$ cat config.mk
export PLATFORM = sky130hd
export DESIGN_NAME = hps_point_dispatcher_flat
export DESIGN_NICKNAME = d
export VERILOG_FILES = /design/src/rtl/hps_point_dispatcher_pkg.sv /design/src/rtl/hps_point_dispatcher_if.sv /design/src/rtl/hps_point_dispatcher_col_handshake.sv /design/src/rtl/hps_point_dispatcher.sv /design/src/flat_wrapper.sv
export SDC_FILE = /design/constraint.sdc
export NUM_CORES = 1
export LEC_CHECK = 0
export BUFFER_PORTS_ARGS = -buffer_cell sky130_fd_sc_hd__buf_2
export CORE_ASPECT_RATIO = 0.9
export CORE_MARGIN = 3
export CORE_UTILIZATION = 49
export CTS_BUF_LIST = sky130_fd_sc_hd__clkbuf_8
export CTS_CLUSTER_SIZE = 40
export DETAILED_ROUTE_END_ITERATION = 8
export PLACE_DENSITY = 0.78
export SYNTH_ARGS = -nofsm -noshare
export SYNTH_HDL_FRONTEND = slang
export SYNTH_SLANG_ARGS = --single-unit
$ cat constraint.sdc
create_clock -name clock -period 2.4 [get_ports clock]
set_clock_uncertainty 0.1 [all_clocks]
set_input_delay 0.12 -clock clock [delete_from_list [all_inputs] [get_ports clock]]
set_output_delay 0.12 -clock clock [all_outputs]
set_load 0.005 [all_outputs]
$ cat src/rtl/hps_point_dispatcher_pkg.sv
// Shared types, mailbox layout and status-word helpers for the HPS point dispatcher.
package hps_point_dispatcher_pkg;

  typedef enum logic [3:0] {
    StIdleRd, StIdleWait, StIdleLatch,
    StHdrRd, StHdrWait, StHdrLatch,
    StPtRd, StPtWait, StPtLatch,
    StDispatch, StAckWait, StNext,
    StWbStatus, StWbClear
  } state_e;

  // Mailbox word addresses
  localparam int unsigned ADDR_READY = 0;
  localparam int unsigned ADDR_HDR   = 1;
  localparam int unsigned ADDR_PTS   = 2;

  // Point word fields
  localparam int unsigned PT_X_MSB   = 29;
  localparam int unsigned PT_X_LSB   = 20;
  localparam int unsigned PT_Y_MSB   = 17;
  localparam int unsigned PT_Y_LSB   = 8;
  localparam int unsigned PT_VAL_MSB = 7;
  localparam int unsigned PT_VAL_LSB = 0;

  // Header word fields
  localparam int unsigned HDR_MODE_BIT = 31;
  localparam int unsigned HDR_CNT_MSB  = 15;

  // Status word fields
  localparam int unsigned ST_VALID_BIT = 31;
  localparam int unsigned ST_OVF_BIT   = 30;
  localparam int unsigned ST_RNG_BIT   = 29;
  localparam int unsigned ST_TMO_BIT   = 28;

  function automatic logic [31:0] pack_status(input logic ovf, input logic rng,
                                              input logic tmo, input logic [15:0] done);
    logic [31:0] w;
    w               = '0;
    w[ST_VALID_BIT] = 1'b1;
    w[ST_OVF_BIT]   = ovf;
    w[ST_RNG_BIT]   = rng;
    w[ST_TMO_BIT]   = tmo;
    w[15:0]         = done;
    return w;
  endfunction

  function automatic logic [15:0] sat_inc16(input logic [15:0] v);
    return (v == 16'hFFFF) ? v : v + 16'd1;
  endfunction

endpackage

$ cat src/rtl/hps_point_dispatcher_if.sv
// Mailbox SRAM port plus the one-hot column request/acknowledge bundle.
interface hps_point_dispatcher_if #(
  parameter int unsigned AW     = 8,
  parameter int unsigned N_COLS = 64
) ();
  logic [AW-1:0]     sram_address;
  logic              sram_write;
  logic [31:0]       sram_writedata;
  logic [31:0]       sram_readdata;
  logic [N_COLS-1:0] col_select;
  logic [9:0]        row_select;
  logic [7:0]        pixel_color;
  logic [N_COLS-1:0] return_sig;

  modport master (
    output sram_address, sram_write, sram_writedata, col_select, row_select, pixel_color,
    input  sram_readdata, return_sig
  );

  modport slave (
    input  sram_address, sram_write, sram_writedata, col_select, row_select, pixel_color,
    output sram_readdata, return_sig
  );
endinterface

$ cat src/rtl/hps_point_dispatcher_col_handshake.sv
// One-hot column request with acknowledge/timeout arbitration. Acknowledge beats timeout.
module hps_point_dispatcher_col_handshake #(
  parameter int unsigned N_COLS  = 64,
  parameter int unsigned TIMEOUT = 1023,
  localparam int unsigned CW     = (N_COLS > 1) ? $clog2(N_COLS) : 1
) (
  input  logic              clock,
  input  logic              reset,
  input  logic              start,
  input  logic [CW-1:0]     col,
  input  logic              active,
  input  logic [N_COLS-1:0] return_sig,
  output logic [N_COLS-1:0] col_select,
  output logic              ack,
  output logic              timeout
);
  // Timeout fires on the cycle the counter would reach TIMEOUT
  localparam logic [9:0] TMO_LAST = 10'(TIMEOUT - 1);

  logic [CW-1:0]     col_q;
  logic [9:0]        cnt_q;
  logic [N_COLS-1:0] sel_q;

  assign ack        = active && return_sig[col_q];
  assign timeout    = active && !ack && (cnt_q == TMO_LAST);
  assign col_select = sel_q;

  // Request register, latched column and wait counter
  always_ff @(posedge clock) begin
    if (reset) begin
      col_q <= '0;
      cnt_q <= '0;
      sel_q <= '0;
    end else if (start) begin
      col_q <= col;
      cnt_q <= '0;
      sel_q <= N_COLS'(1) << col;
    end else if (active) begin
      if (ack || timeout) sel_q <= '0;
      else                cnt_q <= cnt_q + 10'd1;
    end
  end

endmodule

$ cat src/rtl/hps_point_dispatcher.sv
// Polls the HPS mailbox, dispatches each point to a column writer, writes status back.
module hps_point_dispatcher
  import hps_point_dispatcher_pkg::*;
#(
  parameter int unsigned N_COLS      = 64,
  parameter int unsigned N_ROWS      = 480,
  parameter int unsigned AW          = 8,
  parameter int unsigned RD_LAT      = 2,
  parameter int unsigned TIMEOUT     = 1023,
  parameter logic [7:0]  CONST_COLOR = 8'hFF
) (
  input  logic                  clock,
  input  logic                  reset,
  hps_point_dispatcher_if.master bus,
  output logic                  busy,
  output logic                  batch_done,
  output logic [15:0]           err_count
);
  localparam int unsigned CW       = (N_COLS > 1) ? $clog2(N_COLS) : 1;
  localparam int unsigned MAX_PTS  = (1 << AW) - 2;
  localparam int unsigned LAT_LAST = (RD_LAT > 1) ? RD_LAT - 2 : 0;

  state_e        state_q, state_d;
  logic [7:0]    lat_q;
  logic [AW-1:0] count_q, idx_q;
  logic          mode_q, ovf_q, rng_q, tmo_q;
  logic [15:0]   done_q, err_q;
  logic [CW-1:0] x_q;
  logic [9:0]    y_q, row_q;
  logic [7:0]    val_q, pix_q;

  logic          ack, timeout, lat_done, pt_bad;
  logic [9:0]    rd_x, rd_y;
  logic [7:0]    rd_val;
  logic [15:0]   hdr_cnt;
  logic [AW-1:0] address;
  logic          write;
  logic [31:0]   writedata;

  assign rd_x     = bus.sram_readdata[PT_X_MSB:PT_X_LSB];
  assign rd_y     = bus.sram_readdata[PT_Y_MSB:PT_Y_LSB];
  assign rd_val   = bus.sram_readdata[PT_VAL_MSB:PT_VAL_LSB];
  assign hdr_cnt  = bus.sram_readdata[HDR_CNT_MSB:0];
  assign pt_bad   = (32'(rd_x) >= N_COLS) || (32'(rd_y) >= N_ROWS);
  assign lat_done = (lat_q == LAT_LAST[7:0]);

  hps_point_dispatcher_col_handshake #(
    .N_COLS (N_COLS),
    .TIMEOUT(TIMEOUT)
  ) u_col_handshake (
    .clock     (clock),
    .reset     (reset),
    .start     (state_q == StDispatch),
    .col       (x_q),
    .active    (state_q == StAckWait),
    .return_sig(bus.return_sig),
    .col_select(bus.col_select),
    .ack       (ack),
    .timeout   (timeout)
  );

  // State register
  always_ff @(posedge clock) begin
    if (reset) state_q <= StIdleRd;
    else       state_q <= state_d;
  end

  // Next-state logic
  always_comb begin
    state_d = state_q;
    unique case (state_q)
      StIdleRd:    state_d = (RD_LAT > 1) ? StIdleWait : StIdleLatch;
      StIdleWait:  if (lat_done) state_d = StIdleLatch;
      StIdleLatch: state_d = (bus.sram_readdata != '0) ? StHdrRd : StIdleRd;
      StHdrRd:     state_d = (RD_LAT > 1) ? StHdrWait : StHdrLatch;
      StHdrWait:   if (lat_done) state_d = StHdrLatch;
      StHdrLatch:  state_d = (hdr_cnt == '0) ? StWbStatus : StPtRd;
      StPtRd:      state_d = (RD_LAT > 1) ? StPtWait : StPtLatch;
      StPtWait:    if (lat_done) state_d = StPtLatch;
      StPtLatch:   state_d = pt_bad ? StNext : StDispatch;
      StDispatch:  state_d = StAckWait;
      StAckWait:   if (ack || timeout) state_d = StNext;
      StNext:      state_d = (idx_q + AW'(1) == count_q) ? StWbStatus : StPtRd;
      StWbStatus:  state_d = StWbClear;
      StWbClear:   state_d = StIdleRd;
      default:     state_d = StIdleRd;
    endcase
  end

  // Batch bookkeeping, read-latency counter and per-point datapath
  always_ff @(posedge clock) begin
    if (reset) begin
      lat_q   <= '0;
      count_q <= '0;
      idx_q   <= '0;
      mode_q  <= 1'b0;
      ovf_q   <= 1'b0;
      rng_q   <= 1'b0;
      tmo_q   <= 1'b0;
      done_q  <= '0;
      err_q   <= '0;
      x_q     <= '0;
      y_q     <= '0;
      val_q   <= '0;
      row_q   <= '0;
      pix_q   <= '0;
    end else begin
      unique case (state_q)
        StIdleRd, StHdrRd, StPtRd: lat_q <= '0;
        StIdleWait, StHdrWait, StPtWait: lat_q <= lat_q + 8'd1;
        StIdleLatch: begin
          // Per-batch state clears as the header read begins
          if (bus.sram_readdata != '0) begin
            ovf_q  <= 1'b0;
            rng_q  <= 1'b0;
            tmo_q  <= 1'b0;
            done_q <= '0;
          end
        end
        StHdrLatch: begin
          mode_q <= bus.sram_readdata[HDR_MODE_BIT];
          idx_q  <= '0;
          // Clamp keeps point addresses inside the mailbox
          if (32'(hdr_cnt) > MAX_PTS) begin
            count_q <= AW'(MAX_PTS);
            ovf_q   <= 1'b1;
          end else begin
            count_q <= hdr_cnt[AW-1:0];
          end
        end
        StPtLatch: begin
          x_q   <= rd_x[CW-1:0];
          y_q   <= rd_y;
          val_q <= rd_val;
          if (pt_bad) begin
            rng_q <= 1'b1;
            err_q <= sat_inc16(err_q);
          end
        end
        StDispatch: begin
          row_q <= y_q;
          pix_q <= mode_q ? val_q : CONST_COLOR;
        end
        StAckWait: begin
          if (ack) begin
            done_q <= done_q + 16'd1;
          end else if (timeout) begin
            tmo_q <= 1'b1;
            err_q <= sat_inc16(err_q);
          end
        end
        StNext:  idx_q <= idx_q + AW'(1);
        default: ;
      endcase
    end
  end

  // SRAM address/write decode from the current state
  always_comb begin
    address   = AW'(ADDR_READY);
    write     = 1'b0;
    writedata = '0;
    unique case (state_q)
      StHdrRd, StHdrWait, StHdrLatch: address = AW'(ADDR_HDR);
      StPtRd, StPtWait, StPtLatch:    address = AW'(ADDR_PTS) + idx_q;
      StWbStatus: begin
        address   = AW'(ADDR_HDR);
        write     = 1'b1;
        writedata = pack_status(ovf_q, rng_q, tmo_q, done_q);
      end
      StWbClear: begin
        address = AW'(ADDR_READY);
        write   = 1'b1;
      end
      default: ;
    endcase
  end

  assign bus.sram_address   = address;
  assign bus.sram_write     = write;
  assign bus.sram_writedata = writedata;
  assign bus.row_select     = row_q;
  assign bus.pixel_color    = pix_q;
  assign busy               = !(state_q inside {StIdleRd, StIdleWait, StIdleLatch});
  assign batch_done         = (state_q == StWbClear);
  assign err_count          = err_q;

endmodule

$ cat src/flat_wrapper.sv
// flat-port wrapper written by rule: the top's interface ports become plain ports
module hps_point_dispatcher_flat import hps_point_dispatcher_pkg::*;
#(
  parameter int unsigned N_COLS      = 64,
  parameter int unsigned N_ROWS      = 480,
  parameter int unsigned AW          = 8,
  parameter int unsigned RD_LAT      = 2,
  parameter int unsigned TIMEOUT     = 1023,
  parameter logic [7:0]  CONST_COLOR = 8'hFF
)
  (clock, reset, busy, batch_done, err_count, bus_sram_address, bus_sram_write, bus_sram_writedata, bus_col_select, bus_row_select, bus_pixel_color, bus_sram_readdata, bus_return_sig);
  hps_point_dispatcher_if #(.AW(AW), .N_COLS(N_COLS)) bus_i ();
  input  logic clock;
  input  logic reset;
  output logic busy;
  output logic batch_done;
  output logic [15:0] err_count;
  output wire logic [$bits(bus_i.sram_address)-1:0] bus_sram_address;
  output wire logic [$bits(bus_i.sram_write)-1:0] bus_sram_write;
  output wire logic [$bits(bus_i.sram_writedata)-1:0] bus_sram_writedata;
  output wire logic [$bits(bus_i.col_select)-1:0] bus_col_select;
  output wire logic [$bits(bus_i.row_select)-1:0] bus_row_select;
  output wire logic [$bits(bus_i.pixel_color)-1:0] bus_pixel_color;
  input wire logic [$bits(bus_i.sram_readdata)-1:0] bus_sram_readdata;
  input wire logic [$bits(bus_i.return_sig)-1:0] bus_return_sig;
  assign bus_sram_address = bus_i.sram_address;
  assign bus_sram_write = bus_i.sram_write;
  assign bus_sram_writedata = bus_i.sram_writedata;
  assign bus_col_select = bus_i.col_select;
  assign bus_row_select = bus_i.row_select;
  assign bus_pixel_color = bus_i.pixel_color;
  assign bus_i.sram_readdata = bus_sram_readdata;
  assign bus_i.return_sig = bus_return_sig;
  hps_point_dispatcher #(.N_COLS(N_COLS), .N_ROWS(N_ROWS), .AW(AW), .RD_LAT(RD_LAT), .TIMEOUT(TIMEOUT), .CONST_COLOR(CONST_COLOR)) u_core (.clock(clock), .reset(reset), .bus(bus_i), .busy(busy), .batch_done(batch_done), .err_count(err_count));
endmodule
==> results.py <==
metrics = {
    "run_status": {
        "status": "finished, violations left",
        "violations": "setup timing",
    },
    "synth": {
        "synth.avg_cell_area_um2": 8.64,
        "ys_ff_latch": 186,
        "synth_edf_count": 0,
        "synthesis.area_um2": 8720,
        "synthDistinctLibCells": 68,
        "synth_flop_cell": "dfxtp_1",
        "async_reset_ff_share_pct": 0,
        "ys_warn_count": 0,
        "yosysSeqAreaShare_pct": 42.7,
        "syn_inst": 1009,
    },
    "die": {
        "chipHeight_um": 133,
        "ios": 239,
        "die_width_um": 147,
        "die_area_um2": 19400,
        "core-area_um2": 17200,
        "rows": 45,
        "start_util_pct": 50.8,
    },
    "timing": {
        "min_period_over_period_pct": 117,
        "setup_viol": 108,
        "fin_setup_tns_ns": -30.51,
        "relSlewSlack_pct": 39.7,
        "finalCriticalPeriod_ns": 2.80,
        "max_freq_mhz": 358,
        "worst_pin_slew_ns": 0.904,
        "rsz0062_at_grt": "yes",
        "hold_viol": 0,
        "finalMaxSlewViolations": 0,
        "fin_ws_ns": -0.397,
    },
    "grt": {
        "grt_first_pass_wirelength_um": 41000,
        "grt_max_degree": 67,
        "grt_usage_pct": 25.4,
        "grt_pass1_vias": 8241,
        "grt-ovfl-total": 0,
        "antenna_found_initial": 0,
    },
    "placed_design": {
        "globalplace.congestion": 0.861,
        "io_buffers": 226,
        "place_ws_ns": -0.479,
        "hpwl_um": 18300,
        "place_area_um2": 10600,
    },
    "clock_network": {
        "cts_max_level": 4,
        "numCtsBuffers": 17,
        "cts_max_path_buffers": 2,
        "insertion_delay_ns": 0.47,
        "root_buffer": "clkbuf_8",
        "clk_pin_slew_ns": 0.11,
        "cts_tree": "built",
        "cts.sinks": 186,
    },
    "route": {
        "dr.pass1.iters": 5,
        "via_per_inst": 5.51,
        "wl_um": 26000,
        "drt-initial-drc-count": 626,
        "detail_route.drc_violations": 0,
        "wl_per_cell_um": 16.5,
        "num_vias": 8700,
        "final_antenna_net_count": 0,
    },
    "flow_run": {
        "cap_violations": 0,
    },
    "setup_path": {
        "crit_buf_inv": 6,
        "crit_arrival_ns": 3.06,
        "crit_type": "register to register",
        "crit_chain": "buf_8, mux2i_1, a22o_1, o41ai_4, nor4_4, buf_4, buf_6, buf_6, o221a_4, buf_4, buf_12, a2111oi_4",
        "cpMaxStageDelayCell": "dfxtp_4",
        "worstPathMaxFanout": 6,
        "cpLargestDelayFamily": "compound AO/OA/AOI/OAI gates",
        "end_kind": "register",
        "cp-start-kind": "register",
        "cpPeakStageDelay_ns": 0.38,
        "crit_required_ns": 2.66,
    },
    "layout": {
        "utilization_pct": 68.4,
        "diodes": 0,
        "layout.nets": 1437,
        "layout_common_cells": "buf_2 (225), dfxtp_1 (183), nand2_1 (130)",
        "drive_gt1_share_pct": 32.3,
        "postLayoutCellArea_um2": 11700,
        "final_common_cell": "buf_2",
        "area_delta_synth_final_pct": 34.7,
    },
    "power": {
        "vdd_drop_max_v": 0.000384,
        "design_power_total_uw": 6440,
        "power_density_nw_per_um2": 548,
        "p_leak_uw": 0.00489,
    },
    "min_path": {
        "hold_class": "input port to register",
    },
}
cells in the mapped netlist (all sizes together), types with 11 or more instances:
cell type / instances / area [um^2]
dfxtp: 186 / 3720
xnor2: 21 / 184
inv: 11 / 41.3
nand3: 31 / 160
and2: 25 / 156
a21oi: 65 / 325
a22o: 19 / 166
buf: 31 / 233
nand2: 131 / 492
nor2b: 14 / 90.1
nor3b: 16 / 120
o2bb2ai: 38 / 333
nor4: 12 / 96.3
xor2: 21 / 184
mux2i: 24 / 240
clkbuf: 41 / 154
nor3: 31 / 176
nor2: 125 / 477
nand4: 16 / 100
nand2b: 11 / 68.8
o21ai: 14 / 73.8
and3: 18 / 113
path summary, 6_finish.rpt:
| path | from | to | slack [ns] | depth (start not counted) |
|---|---|---|---|---|
| worst max-delay path | u_core.u_col_handshake.col_q[2] | u_core.state_q[0] | -0.40 | 12 |
| worst min register to register | u_core.y_q[6] | u_core.bus.row_select[6] | 0.36 | 2 |
| worst max register to register | u_core.u_col_handshake.col_q[2] | u_core.state_q[0] | -0.40 | 12 |
| worst min-delay path | bus_sram_readdata[30] | u_core.done_q[13] | 0.20 | 6 |
registers in the layout (all words and copies together) (netlist names), 10 cells and up:
name,flops
u_core.u_col_handshake.cnt_q,10
u_core.y_q,10
u_core.bus.row_select,10
u_core.u_col_handshake.col_select,64
u_core.done_q,16
u_core.err_count,16
area by class of cell:
type	instances	area, um^2
multi-input combinational	751	4880
inverter	11	41.3
timing repair buffer	364	2370
clock inverter	13	169
sequential	186	3730
clock buffer	18	248
fill	1384	5430
tap	235	294
cell families after synthesis:
kind of cell	after synthesis	share of synthesized area (%)
simple gates	461	26.3
compound gates	194	15.8
flops	186	42.7
buf+inv	83	4.91
xor+xnor	42	4.22
mux	34	4.82
fa+ha+maj	8	1.15
other cells	1	0.0430
where the power goes:
| part | total (uW) | switching, uW | internal (uW) |
|---|---|---|---|
| clock | 2190 | 1130 | 1060 |
| combinational | 1080 | 603 | 476 |
| sequential | 3170 | 35.9 | 3130 |
| total | 6440 | 1770 | 4670 |
routing by layer:
layer	GRT usage, %	vias to the layer above	share of wire, %
met1	32.5	4104	41
li1	-	4208	-
met3	6.40	43	8.0
met4	6.69	0	1.9
met5	0	-	0
met2	42.8	345	49
what timing repair did:
item | CTS | global route
endpoints found under the setup margin | 109 | 117
hold buffers | 26 | 0
setup buffers | 6 | 16
pin swaps | 31 | 31
resized for setup | 36 | 34
endpoints found under the hold margin | 47 | 0
per-stage QoR:
| step | hold WS (ns) | std cells |
|---|---|---|
| 2_1_floorplan | 0.156 | 1020 |
| 3_3_place_gp | 0.276 | 1502 |
| 3_5_place_dp | 0.277 | 1502 |
| 4_1_cts | 0.178 | 1562 |
| 5_1_grt | 0.205 | 1578 |
| 6_report | 0.201 | 1578 |
worst reg2reg max path: stages, from the launching register on:
cell       delay, ns
dfxtp_4         0.38
buf_8           0.14
mux2i_1         0.12
a22o_1          0.25
o41ai_4         0.35
nor4_4          0.08
buf_4           0.16
buf_6           0.11
buf_6           0.11
o221a_4         0.31
buf_4           0.15
buf_12          0.13
a2111oi_4       0.32
Power figures use the tool's default switching activity.
